### config.mk
export PLATFORM = sky130hd
export DESIGN_NAME = posit8_mult_unpacked
export DESIGN_NICKNAME = d
export VERILOG_FILES = /design/src/rtl/posit8_mult_unpacked_pkg.sv /design/src/rtl/posit8_mult_unpacked_decode.sv /design/src/rtl/posit8_mult_unpacked.sv
export SDC_FILE = /design/constraint.sdc
export NUM_CORES = 1
export LEC_CHECK = 0
export CORE_MARGIN = 1
export CORE_UTILIZATION = 40
export DETAILED_ROUTE_END_ITERATION = 16
export HOLD_SLACK_MARGIN = 0.03
export PLACE_DENSITY = 0.57
export SYNTH_ARGS = -nofsm -noshare
export SYNTH_HDL_FRONTEND = slang
export SYNTH_SLANG_ARGS = --single-unit
export TNS_END_PERCENT = 1
### constraint.sdc
create_clock -name clk -period 21.5 [get_ports clk]
set_clock_uncertainty 0.15 [all_clocks]
set_input_delay 4.3 -clock clk [delete_from_list [all_inputs] [get_ports clk]]
set_output_delay 4.3 -clock clk [all_outputs]
set_load 0.05 [all_outputs]
### src/rtl/posit8_mult_unpacked_pkg.sv
// Shared widths, field positions and the unpacked-result layout for the
// posit<8,0> multiplier datapath.
package posit_mult_pkg;

  localparam int POSIT8_W = 8;
  localparam int RESULT_W = 21;
  localparam int FRAC_W   = 13;
  localparam int EXP_W    = 5;
  localparam int K_W      = 4;
  localparam int DFRAC_W  = 5;

  localparam logic [EXP_W-1:0] EXP_BIAS = 5'd14;

  localparam int NAR_BIT  = 20;
  localparam int ZERO_BIT = 19;
  localparam int SIGN_BIT = 18;
  localparam int EXP_MSB  = 17;
  localparam int EXP_LSB  = 13;
  localparam int FRAC_MSB = 12;
  localparam int FRAC_LSB = 0;

  localparam logic [POSIT8_W-1:0] POSIT8_ZERO = 8'h00;
  localparam logic [POSIT8_W-1:0] POSIT8_NAR  = 8'h80;

  typedef struct packed {
    logic              nar;
    logic              zero;
    logic              sign;
    logic [EXP_W-1:0]  exp;
    logic [FRAC_W-1:0] frac;
  } posit_result_t;

  localparam posit_result_t RESULT_ZERO = '{nar: 1'b0, zero: 1'b1, sign: 1'b0,
                                            exp: '0, frac: '0};
  localparam posit_result_t RESULT_NAR  = '{nar: 1'b1, zero: 1'b0, sign: 1'b0,
                                            exp: '0, frac: '0};

endpackage

### src/rtl/posit8_mult_unpacked_decode.sv
// Decodes one posit<8,0> into sign, special flags, regime value k and a
// 5-bit MSB-aligned fraction (hidden 1 not included).
module posit8_decode
  import posit_mult_pkg::*;
(
  input  logic [POSIT8_W-1:0] i_posit,
  output logic                o_sign,
  output logic                o_zero,
  output logic                o_nar,
  output logic [K_W-1:0]      o_k,
  output logic [DFRAC_W-1:0]  o_frac
);

  logic [6:0] w_abs;
  logic [2:0] w_run;
  logic       w_stop;
  logic       w_regime_bit;

  // Only the low 7 bits of the magnitude matter; the two's complement of
  // those depends on nothing above them.
  always_comb begin
    w_abs        = i_posit[7] ? (~i_posit[6:0] + 7'd1) : i_posit[6:0];
    w_regime_bit = w_abs[6];
    w_run        = 3'd0;
    w_stop       = 1'b0;
    for (int i = 6; i >= 0; i--) begin
      if (!w_stop && (w_abs[i] == w_regime_bit)) begin
        w_run = w_run + 3'd1;
      end else begin
        w_stop = 1'b1;
      end
    end
  end

  assign o_sign = i_posit[7];
  assign o_zero = (i_posit == POSIT8_ZERO);
  assign o_nar  = (i_posit == POSIT8_NAR);

  assign o_k = w_regime_bit ? ({1'b0, w_run} - 4'd1) : (4'd0 - {1'b0, w_run});

  // The run is at least one bit long, so at most bits [4:0] remain after
  // the terminator; shifting by run-1 left-aligns whatever is left.
  assign o_frac = w_abs[4:0] << (w_run - 3'd1);

endmodule

### src/rtl/posit8_mult_unpacked.sv
// Registered exact multiplier of two posit<8,0> values into a 21-bit
// unpacked result. Optional POSIT_MULT_INPUT_REG_EN adds an input register.
module posit8_mult_unpacked
  import posit_mult_pkg::*;
(
  input  logic                clk,
  input  logic                rst,
  input  logic [POSIT8_W-1:0] left_posit,
  input  logic [POSIT8_W-1:0] right_posit,
  output logic [RESULT_W-1:0] result
);

  logic [POSIT8_W-1:0] w_left;
  logic [POSIT8_W-1:0] w_right;

`ifdef POSIT_MULT_INPUT_REG_EN
  logic [POSIT8_W-1:0] r_left;
  logic [POSIT8_W-1:0] r_right;

  always_ff @(posedge clk) begin
    if (!rst) begin
      r_left  <= POSIT8_ZERO;
      r_right <= POSIT8_ZERO;
    end else begin
      r_left  <= left_posit;
      r_right <= right_posit;
    end
  end

  assign w_left  = r_left;
  assign w_right = r_right;
`else
  assign w_left  = left_posit;
  assign w_right = right_posit;
`endif

  logic               w_l_sign, w_l_zero, w_l_nar;
  logic               w_r_sign, w_r_zero, w_r_nar;
  logic [K_W-1:0]     w_l_k, w_r_k;
  logic [DFRAC_W-1:0] w_l_frac, w_r_frac;

  posit8_decode u_dec_left (
    .i_posit (w_left),
    .o_sign  (w_l_sign),
    .o_zero  (w_l_zero),
    .o_nar   (w_l_nar),
    .o_k     (w_l_k),
    .o_frac  (w_l_frac)
  );

  posit8_decode u_dec_right (
    .i_posit (w_right),
    .o_sign  (w_r_sign),
    .o_zero  (w_r_zero),
    .o_nar   (w_r_nar),
    .o_k     (w_r_k),
    .o_frac  (w_r_frac)
  );

  logic [11:0]       w_sig;
  logic [EXP_W-1:0]  w_exp;
  logic [FRAC_W-1:0] w_frac;
  posit_result_t     w_next;
  posit_result_t     r_result;

  // 1.f x 1.f with 10 fractional bits; bit 11 set means the product is >= 2.
  assign w_sig = {6'd0, 1'b1, w_l_frac} * {6'd0, 1'b1, w_r_frac};

  // Biased exponent always lands in 2..27, so modulo-32 arithmetic is exact.
  assign w_exp = {w_l_k[3], w_l_k} + {w_r_k[3], w_r_k} + {4'd0, w_sig[11]} + EXP_BIAS;

  assign w_frac = w_sig[11] ? {w_sig[10:0], 2'b00} : {w_sig[9:0], 3'b000};

  always_comb begin
    w_next = '{nar: 1'b0, zero: 1'b0, sign: w_l_sign ^ w_r_sign,
               exp: w_exp, frac: w_frac};
    if (w_l_nar || w_r_nar) begin
      w_next = RESULT_NAR;
    end else if (w_l_zero || w_r_zero) begin
      w_next = RESULT_ZERO;
    end
  end

  // No handshake: every edge captures a new product, one result per cycle.
  always_ff @(posedge clk) begin
    if (!rst) begin
      r_result <= RESULT_ZERO;
    end else begin
      r_result <= w_next;
    end
  end

  assign result = r_result;

endmodule

==> summary.txt <==
Run status
  – Status: complete, no violations

Setup path
  – Critical Path Fanout Max: 13
  – Setup Crit Path Kind: input pin to register
  – Arr. time, crit path: approximately 13 ns
  – Slowest CP cell: clkdlybuf4s50_1
  – CP Capture Type: register
  – Max stage delay on crit path: 0.62 ns
  – Worst Path Required: approximately 21 ns
  – Worst Setup SP: right_posit[0]
  – Setup crit start kind: input pin

STA
  – # setup viols final: 0
  – Fin crit share: 0.590
  – Actual slew at the worst max-slew pin: 0.614 ns
  – TNS Setup: 0 ns
  – Max-slew violations: 0
  – Tmin final: 12.68 ns
  – FMAX: between 70 and 80 MHz
  – Final hold vios: 0
  – Slew Limit Headroom: 0.587
  – RSZ-0062 raised after global routing: no

Yosys
  – Area leader, netlist: ha_1
  – Ys flop type: dfxtp_1
  – Syn Std Cell Area: between 0.003 and 0.004 sq mm
  – Synth Area per Inst: between 8 and 9 sq um
  – Register area share after synthesis: 0.124
  – Synth area leaders: ha_1, dfxtp_1, fa_1
  – Top cell type's share of synthesized area: 0.127
  – FF+latch count, synth: 19
  – Synthesis warning total: 0
  – Number of synthesized flops with an enable pin: 0
  – Ys async rst share: 0
  – Synthesized instance count: ~380
  – Distinct cells, synth: 67

Global route
  – Via count of the first global-routing pass: approximately 2400
  – Overall Global Routing Usage: 0.171
  – First-pass GRT wire length: 11000 um
  – Initial antenna violation count: 0
  – Largest net degree at the start of global routing: 15
  – Gr ovfl total: 0

Layout
  – # diodes: 0
  – Most common cell after layout, fill and taps aside: inv_1
  – Layout cell share with drive strength beyond 1: 0.0569
  – Max reg flops: 19
  – Multi-input combinational cell area: approximately 0.0024 sq mm
  – Final Non-Filler Cells: roughly 500
  – Fin nets: roughly 470
  – Filler Cell Count: approximately 730
  – Seq. cell area: 380 sq um
  – Commonest cells after routing, fill and taps aside: inv_1, clkdlybuf4s50_1, nor2_1, ha_1, nand2_1
  – Layout area overhead: 14.8%

Pwr
  – P_leak: between 1.5 and 2 nW
  – Switching pwr: slightly above 0.2 mW
  – Flop pwr share: 0.121
  – Switch share: 0.502
  – Combinational Power Share: 0.822
  – Clk pwr share: 0.057
  – Max VDD drop: just under 0.04 mV
  – Internal cell power: 0.203 mW
  – PD cells: between 100 and 150 mW/mm^2
  – Total Power: 0.408 mW

Floorplanning
  – Num ports: 39
  – Die Width: 89.5 um
  – Die area: about 0.008 sq mm
  – Die height: 89.5 um
  – Effective utilization at floorplan: 0.418
  – Placeable Area: ~0.0073 sq mm
  – Row cnt: 31

Clock network
  – Clock Sinks: 19
  – CTS Buf Count: 3
  – # resized after CTS: 0
  – H-Tree Level Count: 1
  – CTS tree: built
  – CTS Hold Buffers Added: 0
  – Clock-pin slew on the worst setup and hold paths: 0.06 ns
  – # Post-CTS Setup Buffers: 0
  – CTS Buffer Depth: 2
  – Clock root buffer: clkbuf_8

Routing
  – Top layer in use: met4
  – DRT iter0 DRCs: roughly 180
  – Via/cell ratio: just over 5
  – Via count: 2599
  – DRC viols: 0
  – Drt pass-1 iters: 4
  – Post-Route M1 WL: about 3200 um
  – Avg WL per Cell: approximately 13 um
  – Routed wl met2: a little under 3000 um
  – Met3 Routed Length: ~160 um
  – DRT antenna net count: 0
  – WL final: between 6000 and 7000 um

Placed design
  – Placer congestion estimate: 0.842
  – Detail Placement HPWL: about 5400 um
  – DP Cell Count: ~500
  – Number of buffers added on ports: 36

Min path
  – Worst min-delay path class: input pin to register
  – Worst Min Path Start: rst

Run
  – # Max-Cap Violations: 0
logic make-up (layout without fill, tap and decap cells):
| group | count (synthesis) | in the layout | share of synthesized area |
|---|---|---|---|
| AOI/OAI and AO/OA | 80 | 80 | 0.193 |
| xor gates and xnor gates | 32 | 32 | 0.105 |
| adders and majority gates | 49 | 49 | 0.244 |
| buffers and inverters | 64 | 91 | 0.0898 |
| DFF | 19 | 19 | 0.124 |
| muxes | 12 | 12 | 0.0433 |
| other | 1 | 2 | 0.00122 |
| and+or+nand+nor | 119 | 119 | 0.200 |
layer usage:
metal  vias to the layer above  GRT usage
met5                         -          0
met4                         0     0.0375
met3                         6    0.00277
met2                        42      0.294
met1                      1198      0.242
li1                       1353          -
area by class of cell:
| type | instances | area share |
|---|---|---|
| Multi-Input combinational cell | 294 | 0.686 |
| Timing Repair Buffer | 37 | 0.105 |
| Clock inverter | 1 | 0.00142 |
| Sequential cell | 19 | 0.108 |
| Clock buffer | 3 | 0.0117 |
| Tap cell | 99 | 0.0352 |
| Inverter | 50 | 0.0533 |
through the flow:
stage          instance area [sq um]  hold slack, ns  setup WS (ns)   util
5_1_grt                         3520            4.57           8.21  0.480
4_1_cts                         3520            4.54           8.82  0.480
2_1_floorplan                   3070            4.23           9.63      -
3_5_place_dp                    3470            4.78           8.57  0.474
6_report                        3520            4.53           8.82  0.480
3_3_place_gp                    3470            4.78           8.65  0.474
power by group through the flow:
stage | Clock (mW) | Sequential (mW) | Combinational [mW]
detailed placement | 0 | 0.0504 | 0.339
global placement | 0 | 0.0499 | 0.337
finish | 0.0231 | 0.0494 | 0.335
floorplan | 0 | 0.0869 | 0.230
CTS | 0.0237 | 0.0496 | 0.342
global route | 0.0253 | 0.0508 | 0.380
synth_stat cells (3+ instances only):
cell / instances
inv_1: 48
ha_1: 31
nor2_1: 31
nand2_1: 27
a21oi_1: 20
xnor2_1: 20
dfxtp_1: 19
fa_1: 18
nor3_1: 13
mux2i_1: 11
o211ai_1: 9
xor2_1: 8
and2_1: 7
buf_2: 7
nand3_1: 7
o21ai_0: 7
a21o_1: 6
and3_1: 5
nand2b_1: 5
nor2b_1: 5
or3_1: 5
a211oi_1: 4
o211a_1: 4
a31oi_1: 3
buf_4: 3
o31a_1: 3
o31ai_1: 3
worst paths after layout:
kind,endpoint,slack (ns),cells past startpoint
max,result[16],8.82,34
min,result[19],4.53,2
worst max-delay path: cells and delay by family:
kind	cells	cell delay, ns
adder cells (fa/ha/maj)	9	3.24
AND/OR/NAND/NOR	7	1.70
AO/OA/AOI/OAI	8	1.41
XOR/XNOR	3	0.41
buffers and inverters	7	1.57
Note: power is estimated with default switching activity, not from simulation.
